### config.mk
export PLATFORM = sky130hd
export DESIGN_NAME = rx_payload_gate_64
export DESIGN_NICKNAME = d
export VERILOG_FILES = /design/src/rtl/rx_gate_pkg.sv /design/src/rtl/rx_gate_flush_timer.sv /design/src/rtl/rx_payload_gate_64.sv
export SDC_FILE = /design/constraint.sdc
export NUM_CORES = 1
export LEC_CHECK = 0
export ABC_AREA = 1
export CAP_MARGIN = 20
export CORE_UTILIZATION = 50
export DETAILED_ROUTE_END_ITERATION = 7
export PLACE_DENSITY_LB_ADDON = 0.05
export SETUP_SLACK_MARGIN = 0.15
export SYNTH_ARGS = -nofsm -noshare
export SYNTH_HDL_FRONTEND = slang
export SYNTH_SLANG_ARGS = --single-unit
### constraint.sdc
create_clock -name CLK -period 9.45 [get_ports CLK]
set_input_delay 0.945 -clock CLK [delete_from_list [all_inputs] [get_ports CLK]]
set_output_delay 0.945 -clock CLK [all_outputs]
set_load 0.02 [all_outputs]
### src/rtl/rx_gate_pkg.sv
// Shared types and helpers for the RX payload gate: FSM state encoding,
// word-count constants and the accept (min) calculation.
package rx_gate_pkg;

    localparam int WORD_W = 32;

    localparam logic [1:0] EN_NONE = 2'd0;
    localparam logic [1:0] EN_ONE  = 2'd1;
    localparam logic [1:0] EN_TWO  = 2'd2;

    typedef enum logic [1:0] {
        IDLE       = 2'd0,
        ACTIVE     = 2'd1,
        FLUSH_WAIT = 2'd2
    } rx_gate_state_e;

    // Smaller of two word counts; used to clip a beat to the words still owed.
    function automatic logic [1:0] min_en(input logic [1:0] a, input logic [1:0] b);
        return (a < b) ? a : b;
    endfunction

endpackage

### src/rtl/rx_gate_flush_timer.sv
// Loadable down-counter: 'load' arms it with FLUSH_DELAY, 'expire' is high
// for the single cycle in which the count sits at 1 (the last wait cycle).
module rx_gate_flush_timer #(
    parameter int FLUSH_DELAY = 2
) (
    input  logic clk,
    input  logic rst_n,
    input  logic load,
    output logic expire
);

    logic [3:0] cnt_r;

    // Count down from FLUSH_DELAY once armed, then rest at zero.
    always_ff @(posedge clk or negedge rst_n) begin
        if (!rst_n) begin
            cnt_r <= 4'd0;
        end else if (load) begin
            cnt_r <= 4'(FLUSH_DELAY);
        end else if (cnt_r != 4'd0) begin
            cnt_r <= cnt_r - 4'd1;
        end else begin
            cnt_r <= cnt_r;
        end
    end

    assign expire = (cnt_r == 4'd1);

endmodule

### src/rtl/rx_payload_gate_64.sv
// RX payload gate in front of the 64-bit FIFO packer. Forwards exactly the
// expected number of 32-bit words of a transfer, drops the excess and
// produces the done / error / flush strobes.
// Optional feature: define RX_GATE_DROP_COUNT_EN to build the saturating
// dropped-word counter behind DROP_COUNT (otherwise DROP_COUNT reads 0).
module rx_payload_gate_64 #(
    parameter int FLUSH_DELAY = 2,
    parameter int LEN_W       = 32
) (
    input  logic             CLK,
    input  logic             RST_N,
    input  logic             XFER_START,
    input  logic [LEN_W-1:0] XFER_LEN,
    input  logic             XFER_ABORT,
    input  logic [63:0]      RX_DATA,
    input  logic [1:0]       RX_DATA_EN,
    output logic [63:0]      DATA_OUT,
    output logic [1:0]       DATA_OUT_EN,
    output logic             DATA_OUT_DONE,
    output logic             DATA_OUT_ERR,
    output logic             DATA_OUT_FLUSH,
    output logic             XFER_BUSY,
    output logic [LEN_W-1:0] XFER_WORDS_RECVD,
    output logic             XFER_OVERFLOW,
    output logic [15:0]      DROP_COUNT
);

    import rx_gate_pkg::*;

    rx_gate_state_e   state_r, state_nxt_s;
    logic [LEN_W-1:0] remain_r, remain_nxt_s, words_r, words_nxt_s, remain_dec_s;
    logic [63:0]      data_r, data_nxt_s;
    logic [1:0]       en_r, en_nxt_s;
    logic             done_r, done_nxt_s, err_r, err_nxt_s, flush_r, flush_nxt_s;
    logic             busy_r, busy_nxt_s, ovf_r, ovf_nxt_s;
    logic             illegal_s, load_s, expire_s;
    logic [1:0]       n_s, remain_cap_s, acc_s;

    // A word count of 3 is illegal and carries no data.
    assign illegal_s    = (RX_DATA_EN == 2'd3);
    assign n_s          = illegal_s ? EN_NONE : RX_DATA_EN;
    assign remain_cap_s = (remain_r >= LEN_W'(EN_TWO)) ? EN_TWO : remain_r[1:0];
    assign acc_s        = min_en(n_s, remain_cap_s);
    assign remain_dec_s = remain_r - LEN_W'(acc_s);

    rx_gate_flush_timer #(.FLUSH_DELAY(FLUSH_DELAY)) u_flush_timer (
        .clk    (CLK),
        .rst_n  (RST_N),
        .load   (load_s),
        .expire (expire_s)
    );

    // Next-state and next-output decode for the transfer FSM.
    always_comb begin
        state_nxt_s  = state_r;
        remain_nxt_s = remain_r;
        words_nxt_s  = words_r;
        busy_nxt_s   = busy_r;
        ovf_nxt_s    = ovf_r;
        data_nxt_s   = 64'd0;
        en_nxt_s     = EN_NONE;
        done_nxt_s   = 1'b0;
        err_nxt_s    = 1'b0;
        flush_nxt_s  = 1'b0;
        load_s       = 1'b0;
        case (state_r)
            IDLE: begin
                if (XFER_START) begin
                    remain_nxt_s = XFER_LEN;
                    words_nxt_s  = {LEN_W{1'b0}};
                    ovf_nxt_s    = (n_s != EN_NONE);
                    busy_nxt_s   = 1'b1;
                    if (XFER_LEN == {LEN_W{1'b0}}) begin
                        done_nxt_s  = 1'b1;
                        load_s      = 1'b1;
                        state_nxt_s = FLUSH_WAIT;
                    end else begin
                        state_nxt_s = ACTIVE;
                    end
                end else if (n_s != EN_NONE) begin
                    ovf_nxt_s = 1'b1;
                end else begin
                    ovf_nxt_s = ovf_r;
                end
            end
            ACTIVE: begin
                if (XFER_ABORT) begin
                    // Abort wins: the beat of this cycle is discarded.
                    done_nxt_s  = 1'b1;
                    err_nxt_s   = 1'b1;
                    load_s      = 1'b1;
                    state_nxt_s = FLUSH_WAIT;
                end else begin
                    err_nxt_s    = illegal_s;
                    en_nxt_s     = acc_s;
                    remain_nxt_s = remain_dec_s;
                    words_nxt_s  = words_r + LEN_W'(acc_s);
                    case (acc_s)
                        EN_TWO:  data_nxt_s = RX_DATA;
                        EN_ONE:  data_nxt_s = {{WORD_W{1'b0}}, RX_DATA[WORD_W-1:0]};
                        default: data_nxt_s = 64'd0;
                    endcase
                    if (n_s > acc_s) begin
                        ovf_nxt_s = 1'b1;
                    end else begin
                        ovf_nxt_s = ovf_r;
                    end
                    if (remain_dec_s == {LEN_W{1'b0}}) begin
                        done_nxt_s  = 1'b1;
                        load_s      = 1'b1;
                        state_nxt_s = FLUSH_WAIT;
                    end else begin
                        state_nxt_s = ACTIVE;
                    end
                end
            end
            FLUSH_WAIT: begin
                if (n_s != EN_NONE) begin
                    ovf_nxt_s = 1'b1;
                end else begin
                    ovf_nxt_s = ovf_r;
                end
                if (expire_s) begin
                    flush_nxt_s = 1'b1;
                    busy_nxt_s  = 1'b0;
                    state_nxt_s = IDLE;
                end else begin
                    state_nxt_s = FLUSH_WAIT;
                end
            end
            default: begin
                busy_nxt_s  = 1'b0;
                state_nxt_s = IDLE;
            end
        endcase
    end

    // State, counters and all registered outputs.
    always_ff @(posedge CLK or negedge RST_N) begin
        if (!RST_N) begin
            state_r  <= IDLE;
            remain_r <= {LEN_W{1'b0}};
            words_r  <= {LEN_W{1'b0}};
            busy_r   <= 1'b0;
            ovf_r    <= 1'b0;
            data_r   <= 64'd0;
            en_r     <= EN_NONE;
            done_r   <= 1'b0;
            err_r    <= 1'b0;
            flush_r  <= 1'b0;
        end else begin
            state_r  <= state_nxt_s;
            remain_r <= remain_nxt_s;
            words_r  <= words_nxt_s;
            busy_r   <= busy_nxt_s;
            ovf_r    <= ovf_nxt_s;
            data_r   <= data_nxt_s;
            en_r     <= en_nxt_s;
            done_r   <= done_nxt_s;
            err_r    <= err_nxt_s;
            flush_r  <= flush_nxt_s;
        end
    end

    assign DATA_OUT         = data_r;
    assign DATA_OUT_EN      = en_r;
    assign DATA_OUT_DONE    = done_r;
    assign DATA_OUT_ERR     = err_r;
    assign DATA_OUT_FLUSH   = flush_r;
    assign XFER_BUSY        = busy_r;
    assign XFER_WORDS_RECVD = words_r;
    assign XFER_OVERFLOW    = ovf_r;

`ifdef RX_GATE_DROP_COUNT_EN
    logic [1:0]  drop_w_s;
    logic        clr_drop_s;
    logic [15:0] drop_r, drop_nxt_s;
    logic [16:0] drop_sum_s;

    // Words discarded by this beat, and whether an accepted start restarts the count.
    always_comb begin
        drop_w_s   = EN_NONE;
        clr_drop_s = 1'b0;
        case (state_r)
            IDLE: begin
                drop_w_s   = n_s;
                clr_drop_s = XFER_START;
            end
            ACTIVE: begin
                if (XFER_ABORT) begin
                    drop_w_s = EN_NONE;
                end else begin
                    drop_w_s = n_s - acc_s;
                end
            end
            FLUSH_WAIT: drop_w_s = n_s;
            default:    drop_w_s = EN_NONE;
        endcase
    end

    assign drop_sum_s = {1'b0, drop_r} + {15'd0, drop_w_s};

    // Saturating accumulate; a start clears the history before counting its own beat.
    always_comb begin
        if (clr_drop_s) begin
            drop_nxt_s = {14'd0, drop_w_s};
        end else if (drop_sum_s[16]) begin
            drop_nxt_s = 16'hFFFF;
        end else begin
            drop_nxt_s = drop_sum_s[15:0];
        end
    end

    // Dropped-word counter register.
    always_ff @(posedge CLK or negedge RST_N) begin
        if (!RST_N) begin
            drop_r <= 16'd0;
        end else begin
            drop_r <= drop_nxt_s;
        end
    end

    assign DROP_COUNT = drop_r;
`else
    assign DROP_COUNT = 16'd0;
`endif

endmodule

==> reports/metrics.csv, run 1 <==
stage,metric,value,unit
timing,maxSlewHeadroom,0.342,
clocking,cts_tree,yes,
critical_path,critPathCaptureType,flop,
drt,drt-total-wl,20.4,mm
floorplan,initial_core_util,0.512,
timing,fin_tns_setup,0,ns
critical_path,r2r_cells,26,
timing,whs,0.523,ns
pwr,vdd_drop_max,206,uV
global_routing,grt_use_total,0.277,
final_layout,fin_nets,1247,
final_layout,drive_gt1_frac,0.0598,
drt,ant_nets,0,
final_layout,area_delta_synth_final,36.6,%
final_layout,stdcell_area,10200,sq um
placed_design,postPlaceCellArea,9590,sq um
critical_path,startpoint,remain_r[14],
timing,rsz0062_at_grt,no,
drt,wl_per_cell,15.4,microns
critical_path,reg2reg_to,u_flush_timer.cnt_r[3],
pwr,swShare,0.402,
critical_path,worst_ep_arrival_time,4.86,ns
pwr,combPwrFrac,0.374,
floorplan,coreArea,14500,sq um
clocking,cts_buffer_depth,2,
floorplan,die_x,124,microns
placed_design,place_ws,4.60,ns
clocking,clock-sinks,141,
pwr,clkPwrFrac,0.279,
pwr,power,2330,uW
placed_design,port_buffers,204,
synth,yosys-top-cells-count,"152 x nor2_1, 145 x nand2_1, 141 x dfrtp_1, 130 x inv_1, 49 x o21ai_0",
timing,fin_crit,4.55,ns
pwr,p_seq_frac,0.347,
floorplan,die_area,15400,sq um
global_routing,antenna_found_initial,0,
synth,ys.flop_type,dfrtp_1,
floorplan,rows,44,
pwr,p_leak,0.00462,uW
timing,worst_slack,4.90,ns
synth,yosys.area.top_type_share,0.474,
drt,viasPerCell,5.23,
drt,via_count,6904,
critical_path,r2r_start,remain_r[14],
clocking,cts_max_level,4,
synth,async_reset_ff_frac,1.00,
synth,synth_area,7440,sq um
drt,dr.pass1.iters,6,
clocking,cts_setup_buffers,0,
critical_path,worstSetupPathType,reg2reg,
synth,syn_avg_cell_area,8.05,sq um
pwr,intPower,1390,uW
worst_hold_path,hold_class,reg2reg,
timing,fin_skew,0.0119,ns
timing,worst_slew_pin_slew,0.986,ns
clocking,cts_made_buffers,17,
timing,fin_crit_sh,0.482,
placed_design,hpwlAfterDp,14.7,mm
global_routing,grt_pass1_wl,32.2,mm
synth,ys_seq_elements,141,
synth,synth_cells,924,
clocking,insertion_delay,0.43,ns
pwr,p_switching,936,uW
timing,setup_viol,0,
drt,wl_met3,1.95,mm
flow_run,drv_cap,0,
floorplan,io-pin-count,221,
drt,wl_met2,9.47,mm
critical_path,cp.required,9.76,ns
timing,hold_violations,0,
clocking,postCtsHoldBufs,0,
critical_path,cp_max_fo,7,
critical_path,ff2ff_setup_slack,4.90,ns
drt,drc,0,
synth,synth_cell_type_count,42,
synth,yosysMostFrequentCell,nor2_1,
synth,yosys_warnings,0,
critical_path,crit_path_start_kind,flop,
clocking,cts-root-buf,clkbuf_16,
clocking,ctsResizeCount,0,
floorplan,die_y,124,microns
synth,synth-edff-count,0,
worst_hold_path,hp-start,XFER_WORDS_RECVD[18],
placed_design,gp_congestion,0.916,
global_routing,grt.overflow.total,0,
synth,ys_seq_area_frac,0.474,
clocking,path_clk_slew,0.07,ns
synth,synth_top_cell_by_area,dfrtp_1,
timing,fmax,0.220,GHz
drt,first_iter_violations,567,
global_routing,grt_max_degree,79,
global_routing,grt_pass1_vias,6563,
drt,wl_met1,8.55,mm
final_layout,fill_cells,1223,
synth,synth.area.top_cells,"dfrtp_1 47%, nor2_1 7.7%, nand2_1 7.3%, inv_1 6.6%, o21ai_0 3.3%",
critical_path,endpoint,u_flush_timer.cnt_r[3],
pwr,p_per_area,229,nW/um^2
timing,drv_slew,0,
final_layout,insertedDiodeCount,0,
status,status,"complete, no violations",
drt,top_layer,met4,
per-layer routing:
| layer | vias up | GRT usage |
|---|---|---|
| met1 | 3200 | 0.349 |
| met4 | 0 | 0.0900 |
| li1 | 3380 | - |
| met3 | 30 | 0.113 |
| met2 | 294 | 0.433 |
| met5 | - | 0 |
final cells by class:
| cell class | instances | area [sq um] | share of cell area |
|---|---|---|---|
| Timing Repair Buffer | 209 | 2080 | 0.205 |
| Inverter | 131 | 492 | 0.0484 |
| Tap cell | 184 | 230 | 0.0226 |
| Clock inverter | 13 | 130 | 0.0128 |
| Multi-Input combinational cell | 624 | 3260 | 0.321 |
| Sequential cell | 141 | 3530 | 0.347 |
| Clock buffer | 19 | 443 | 0.0436 |
power by group through the flow:
stage | Sequential, uW | Combinational, uW | Clock (uW)
after floorplan | 814 | 590 | 0
after global placement | 814 | 852 | 0
after detailed placement | 813 | 861 | 0
after CTS | 805 | 867 | 661
after global routing | 821 | 978 | 688
final | 808 | 871 | 650
cells in the final DEF, fill, tap and decap left out, drive strengths merged, types with 2 or more instances in the layout:
| cell type | n |
|---|---|
| a211oi | 3 |
| a21oi | 30 |
| a221oi | 3 |
| a22oi | 5 |
| a31oi | 2 |
| buf | 6 |
| clkbuf | 19 |
| clkdlybuf4s50 | 203 |
| clkinv | 4 |
| clkinvlp | 3 |
| conb | 16 |
| dfrtp | 141 |
| fa | 2 |
| ha | 19 |
| inv | 136 |
| nand2 | 151 |
| nand3 | 41 |
| nand4 | 15 |
| nor2 | 164 |
| nor3 | 20 |
| nor3b | 32 |
| nor4 | 14 |
| o211ai | 6 |
| o21a | 4 |
| o21ai | 59 |
| o22ai | 19 |
| or2 | 2 |
| xor2 | 11 |
worst max-delay path, stage by stage, from the launching register on:
cell     delay, ns
dfrtp_1       0.42
nor2_1        0.18
nand2_1       0.09
nor2_1        0.36
nand2_1       0.10
nor2_1        0.28
inv_1         0.08
ha_1          0.28
a22oi_1       0.07
a21oi_1       0.35
ha_1          0.22
inv_1         0.06
fa_1          0.40
inv_1         0.12
nand2_2       0.09
nor2_4        0.22
nand2_1       0.12
o21ai_1       0.14
nand2_1       0.07
nor2_1        0.10
nand2_1       0.06
nor2_1        0.12
nand3_1       0.12
nand2_1       0.07
nand2_1       0.09
o21ai_2       0.15
nor2_1        0.06
cell families (layout without fill, tap and decap cells):
family	count (synthesis)	in the layout	synth area share
and+or+nand+nor	440	440	0.273
other	1	16	0.000504
xor gates and xnor gates	11	11	0.0129
DFF	141	141	0.474
adders and majority gates	21	21	0.0373
buffers and inverters	174	372	0.0962
AOI/OAI and AO/OA	135	135	0.105
muxes	1	1	0.00135
stage by stage:
| stage | util | std cells |
|---|---|---|
| 2_1_floorplan | - | 939 |
| 5_1_grt | 0.700 | 1321 |
| 3_5_place_dp | 0.660 | 1289 |
| 4_1_cts | 0.700 | 1321 |
| 3_3_place_gp | 0.660 | 1289 |
| 6_report | 0.700 | 1321 |
sequential cells by signal, indices dropped and copies added (netlist names), 2 cells and up:
signal and cells:
DATA_OUT 64, DATA_OUT_EN 2, XFER_WORDS_RECVD 32, remain_r 32, state_r 2, u_flush_timer.cnt_r 4
worst min path at each step:
stage                     cells past startpoint                    to  slack [ns]
after floorplan                               2            state_r[1]        0.50
final                                         1  XFER_WORDS_RECVD[18]        0.52
after global placement                        1   XFER_WORDS_RECVD[6]        0.50
after global routing                          1   XFER_WORDS_RECVD[6]        0.54
after CTS                                     1   XFER_WORDS_RECVD[6]        0.53
after detailed placement                      1   XFER_WORDS_RECVD[6]        0.52
No activity file was read; power rests on OpenSTA's default activity.
==> inputs of run 2 (changes only) <==
- CORE_UTILIZATION: 50 -> 43
- clock period: 9.45 -> 3.7 ns (I/O delays scaled with it)
==> reports/metrics.csv, run 2 (synthesis gave the netlist of run 1 again) <==
stage,metric,value,unit,change
critical_path,path_buf_inv,3,,unchanged
critical_path,slowest_stage,dfrtp_1,,unchanged
timing,drv_slew,0,,unchanged
clocking,cts_buffer_depth,2,,unchanged
drt,wl_met2,10.3,mm,was 9.47 mm
timing,rsz0062_at_grt,yes,,was no
timing,hold_violations,0,,unchanged
pwr,clkPwrFrac,0.256,,was 0.279
floorplan,die_area,17800,sq um,was 15400 sq um
pwr,intPower,3900,uW,was 1390 uW
drt,drt-total-wl,22.4,mm,was 20.4 mm
drt,wl_met3,2.13,mm,was 1.95 mm
critical_path,crit_path_start_kind,flop,,unchanged
pwr,p_seq_frac,0.305,,was 0.347
final_layout,area_delta_synth_final,51.5,%,was 36.6%
final_layout,stdcell_area,11300,sq um,was 10200 sq um
placed_design,hpwlAfterDp,16.3,mm,was 14.7 mm
placed_design,gp_congestion,0.894,,was 0.916
floorplan,die_y,134,microns,was 124 microns
final_layout,final_cell_mix,"203 x clkdlybuf4s50_1, 141 x dfrtp_1, 132 x nand2_1",,"was 203 x clkdlybuf4s50_1, 151 x nor2_1, 145 x nand2_1"
floorplan,rows,47,,was 44
timing,worst_slack,-0.0387,ns,was 4.90 ns
clocking,insertion_delay,0.43,ns,about the same
critical_path,critical_path.top_delay_family,simple AND/OR/NAND/NOR gates,,unchanged
floorplan,initial_core_util,0.444,,was 0.512
timing,fin_crit_sh,1.01,,was 0.482
final_layout,final_common_cell,clkdlybuf4s50_1,,unchanged
pwr,p_leak,0.00518,uW,was 0.00462 uW
drt,dr.pass1.iters,5,,was 6
floorplan,die_x,134,microns,was 124 microns
global_routing,grt_use_total,0.263,,was 0.277
placed_design,postPlaceCellArea,10200,sq um,was 9590 sq um
pwr,vdd_drop_max,482,uV,was 206 uV
final_layout,fin_nets,1333,,was 1247
timing,setup_viol,3,,was 0
critical_path,cp_max_fo,5,,was 7
final_layout,drive_gt1_frac,0.181,,was 0.0598
drt,first_iter_violations,439,,was 567
clocking,cts-root-buf,clkbuf_16,,unchanged
drt,wl_met1,9.75,mm,was 8.55 mm
status,violations,negative setup slack,,
floorplan,coreArea,16800,sq um,was 14500 sq um
critical_path,r2r_start,remain_r[14],,unchanged
global_routing,grt_max_degree,93,,was 79
timing,worst_slew_pin_slew,0.993,ns,was 0.986 ns
clocking,clock-sinks,141,,unchanged
global_routing,grt_pass1_wl,36.3,mm,was 32.2 mm
critical_path,startpoint,remain_r[14],,unchanged
drt,ant_nets,0,,unchanged
global_routing,grt.overflow.total,0,,unchanged
critical_path,worst_ep_arrival_time,4.05,ns,was 4.86 ns
placed_design,place_ws,-0.250,ns,was 4.60 ns
timing,fin_skew,0.0138,ns,was 0.0119 ns
drt,drc,0,,unchanged
worst_hold_path,hold_class,in2async,,was reg2reg
clocking,path_clk_slew,0.07,ns,about the same
pwr,p_switching,2670,uW,was 936 uW
pwr,p_per_area,583,nW/um^2,was 229 nW/um^2
critical_path,path_common_cell,nand2_1,,unchanged
clocking,cts_made_buffers,17,,unchanged
placed_design,port_buffers,204,,unchanged
final_layout,largest_reg_flops,64,,unchanged
global_routing,grt_pass1_vias,7050,,was 6563
clocking,cts_max_level,4,,unchanged
critical_path,critPathCaptureType,flop,,unchanged
drt,via_count,7174,,was 6904
timing,maxSlewHeadroom,0.337,,was 0.342
drt,wl_per_cell,15.6,microns,was 15.4 microns
critical_path,cp.required,4.01,ns,was 9.76 ns
timing,fmax,0.267,GHz,was 0.220 GHz
critical_path,worstSetupPathType,reg2reg,,unchanged
pwr,power,6570,uW,was 2330 uW
pwr,combPwrFrac,0.439,,was 0.374
pwr,swShare,0.406,,was 0.402
status,status,"complete, but fails checks",,"was complete, no violations"
floorplan,io-pin-count,221,,unchanged
critical_path,max_stage_delay,0.39,ns,was 0.42 ns
clocking,cts_tree,yes,,unchanged
timing,fin_crit,3.74,ns,was 4.55 ns
global_routing,antenna_found_initial,0,,unchanged
drt,viasPerCell,4.97,,was 5.23
drt,top_layer,met4,,unchanged
flow_run,drv_cap,0,,unchanged
final_layout,insertedDiodeCount,0,,unchanged
[run 2: changes by cell type in the layout (fill, tap and decap cells not counted), sizes merged]
cell,delta
buf,+86
inv,+6
clkinvlp,-3
bufinv,-1
clkbuf,-1
clkinv,-1
[run 2: worst paths after layout]
path | end | slack [ns] | depth (start not counted)
max in group asynchronous | XFER_WORDS_RECVD[18] | 2.91 | 2
worst max register to register | u_flush_timer.cnt_r[0] | -0.04 | 26
worst min register to register | XFER_WORDS_RECVD[17] | 0.52 | 1
min in group CLK | DATA_OUT[48] | 0.45 | 3
worst min-delay path | remain_r[11] | 0.02 | 1
worst max-delay path | u_flush_timer.cnt_r[0] | -0.04 | 26
[run 2: per-stage QoR]
stage | std cells | util | TNS (ns) | hold slack, ns
after floorplan | 939 | - | 0 | 0.0744
after global placement | 1394 | 0.608 | -0.428 | 0.506
after detailed placement | 1394 | 0.608 | -1.44 | 0.511
after CTS | 1433 | 0.655 | -0.0888 | 0.0491
after global routing | 1443 | 0.673 | -1.83 | 0.0915
final | 1443 | 0.673 | -0.106 | 0.0166
[run 2: final cells by class]
class	instances	area (sq um)
Tap cell	220	275
Clock buffer	18	439
Fill cell	1432	5490
Timing Repair Buffer	295	2800
Clock inverter	14	138
Sequential cell	141	3530
Inverter	131	494
Multi-Input combinational cell	624	3600
[run 2: metal layers]
metal	global-route usage	vias up
met5	0	-
met4	0.0638	0
met3	0.100	14
met2	0.407	255
met1	0.346	3358
li1	-	3547
[run 2: power by group through the flow]
| stage | Clock, uW | Combinational (uW) | Sequential [uW] |
|---|---|---|---|
| final | 1680 | 2890 | 2000 |
| after global routing | 1780 | 3210 | 2030 |
| after CTS | 1720 | 2790 | 1990 |
| after detailed placement | 0 | 2720 | 2000 |
| after global placement | 0 | 2700 | 2000 |
| after floorplan | 0 | 1510 | 2080 |
[run 2: what timing repair did]
action | in CTS | in global routing
setup buffers | 7 | 10
endpoints found under the setup margin | 14 | 42
resized for setup | 36 | 65
pin swaps | 22 | 34
hold buffers | 0 | 0
==> inputs of run 3 (changes only) <==
- PLACE_DENSITY: not set -> 0.75
- PLACE_DENSITY_LB_ADDON: 0.05 -> not set
==> reports/metrics.csv, run 3 (synthesis gave the netlist of run 1 again) <==
stage,metric,value,unit,change
floorplan,initial_core_util,0.444,,unchanged
clocking,cts_made_buffers,17,,unchanged
floorplan,die_x,134,microns,unchanged
final_layout,fill_cells,1311,,was 1432
critical_path,crit_path_start_kind,flop,,unchanged
worst_hold_path,hold_class,in2async,,unchanged
critical_path,worst_ep_arrival_time,4.17,ns,was 4.05 ns
drt,via_count,7494,,was 7174
global_routing,grt_use_total,0.259,,was 0.263
final_layout,largest_reg_flops,64,,unchanged
floorplan,io-pin-count,221,,unchanged
drt,dr.pass1.iters,5,,unchanged
drt,wl_per_cell,15.6,microns,about the same
critical_path,critPathCaptureType,flop,,unchanged
clocking,cts-root-buf,clkbuf_16,,unchanged
drt,drc,0,,unchanged
critical_path,worstSetupPathType,reg2reg,,unchanged
final_layout,final_cells,1470,,was 1443
pwr,p_leak,0.00530,uW,was 0.00518 uW
global_routing,antenna_found_initial,0,,unchanged
flow_run,drv_cap,0,,unchanged
global_routing,grt.overflow.total,0,,unchanged
final_layout,insertedDiodeCount,0,,unchanged
global_routing,grt_pass1_wl,36.3,mm,about the same
critical_path,path_buf_inv,4,,was 3
timing,fin_skew,0.00813,ns,was 0.0138 ns
placed_design,hpwlAfterDp,15.9,mm,was 16.3 mm
clocking,cts_max_level,4,,unchanged
floorplan,coreArea,16800,sq um,unchanged
clocking,insertion_delay,0.42,ns,was 0.43 ns
pwr,p_per_area,588,nW/um^2,was 583 nW/um^2
critical_path,cp_max_fo,7,,was 5
floorplan,die_area,17800,sq um,unchanged
pwr,vdd_drop_max,405,uV,was 482 uV
final_layout,fin_nets,1360,,was 1333
critical_path,path_common_cell,nand2_1,,unchanged
drt,first_iter_violations,476,,was 439
global_routing,grt_pass1_vias,7411,,was 7050
final_layout,area_delta_synth_final,54.1,%,was 51.5%
critical_path,cp.required,4.01,ns,about the same
timing,drv_slew,0,,unchanged
floorplan,rows,47,,unchanged
final_layout,final_cell_mix,"203 x clkdlybuf4s50_1, 141 x dfrtp_1, 133 x nor2_1, 133 x nand2_1, 124 x inv_1",,"was 203 x clkdlybuf4s50_1, 141 x dfrtp_1, 132 x nand2_1"
clocking,cts_tree,yes,,unchanged
timing,maxSlewHeadroom,0.303,,was 0.337
timing,setup_viol,7,,was 3
clocking,clock-sinks,141,,unchanged
global_routing,grt_max_degree,112,,was 93
drt,drt-total-wl,22.9,mm,was 22.4 mm
clocking,cts_buffer_depth,2,,unchanged
critical_path,critical_path.top_delay_family,simple AND/OR/NAND/NOR gates,,unchanged
timing,worst_slew_pin_slew,1.04,ns,was 0.993 ns
placed_design,gp_congestion,0.906,,was 0.894
status,status,"complete, but fails checks",,unchanged
clocking,path_clk_slew,0.06,ns,was 0.07 ns
placed_design,dp.cells,1403,,was 1394
drt,viasPerCell,5.10,,was 4.97
timing,rsz0062_at_grt,yes,,unchanged
status,violations,negative setup slack,,unchanged
timing,fin_crit_sh,1.04,,was 1.01
critical_path,slowest_stage,fa_2,,was dfrtp_1
timing,hold_violations,0,,unchanged
final_layout,drive_gt1_frac,0.194,,was 0.181
floorplan,die_y,134,microns,unchanged
timing,worst_slack,-0.157,ns,was -0.0387 ns
final_layout,final_common_cell,clkdlybuf4s50_1,,unchanged
timing,fin_crit,3.86,ns,was 3.74 ns
drt,ant_nets,0,,unchanged
final_layout,final_core_util,0.684,,was 0.673
placed_design,port_buffers,204,,unchanged
critical_path,max_stage_delay,0.40,ns,was 0.39 ns
timing,fmax,0.259,GHz,was 0.267 GHz
## run 3: cell types whose count changed in the layout (fill, tap and decap cells not counted), moves of 3 or more
cell,delta
buf_4,+30
buf_6,-5
inv_6,-4
clkinv_2,+3
inv_8,-3
o21ai_1,+3
## run 3: final cells by class
type | instances | area [sq um] | area share
clock buffers | 20 | 457 | 0.0398
clock inverters | 12 | 134 | 0.0117
inverters | 131 | 492 | 0.0429
multi-input cells | 624 | 3570 | 0.312
flip-flops and latches | 141 | 3530 | 0.308
well taps | 220 | 275 | 0.0240
repair buffers | 322 | 3010 | 0.262
## run 3: what timing repair did
action,in CTS,in global routing
setup endpoints to repair,16,37
endpoints found under the hold margin,0,28
pin swaps,14,33
resized for setup,31,59
setup buffers,20,13
hold buffers,0,1
## run 3: routing by layer
metal / GRT usage / vias up / part of all wire
met5: 0 / - / 0
met1: 0.324 / 3553 / 0.42
li1: - / 3601 / -
met2: 0.418 / 294 / 0.48
met3: 0.0807 / 46 / 0.075
met4: 0.101 / 0 / 0.029
## run 3: path summary, 6_finish.rpt
check / depth (start not counted) / to / startpoint / slack [ns]
min reg2reg: 1 / XFER_WORDS_RECVD[19] / XFER_WORDS_RECVD[19] / 0.53
min in group CLK: 3 / DATA_OUT[49] / RX_DATA[49] / 0.45
min: 2 / DATA_OUT[42] / RST_N / 0.39
max reg2reg: 27 / u_flush_timer.cnt_r[3] / remain_r[18] / -0.16
max in group asynchronous: 4 / DATA_OUT[0] / RST_N / 2.29
max: 27 / u_flush_timer.cnt_r[3] / remain_r[18] / -0.16
## run 3: report_power, final
| group | leakage (uW) | total (uW) | internal, uW | switching, uW |
|---|---|---|---|---|
| logic | 0.00312 | 3020 | 1280 | 1740 |
| registers | 0.00189 | 2000 | 1820 | 178 |
| clock network | 0.000288 | 1730 | 1030 | 700 |
## run 3: through the flow
step	instance area, sq um	setup TNS (ns)	setup WS [ns]	hold slack, ns	power, uW
final	11500	-0.746	-0.157	0.394	6750
after global routing	11500	-2.20	-0.368	0.402	7190
after CTS	11100	-0.0991	-0.0347	0.140	6610
after detailed placement	10300	-1.79	-0.270	0.506	4720
after global placement	10300	-0.733	-0.154	0.500	4680
after floorplan	7500	0	0.153	0.0744	3590
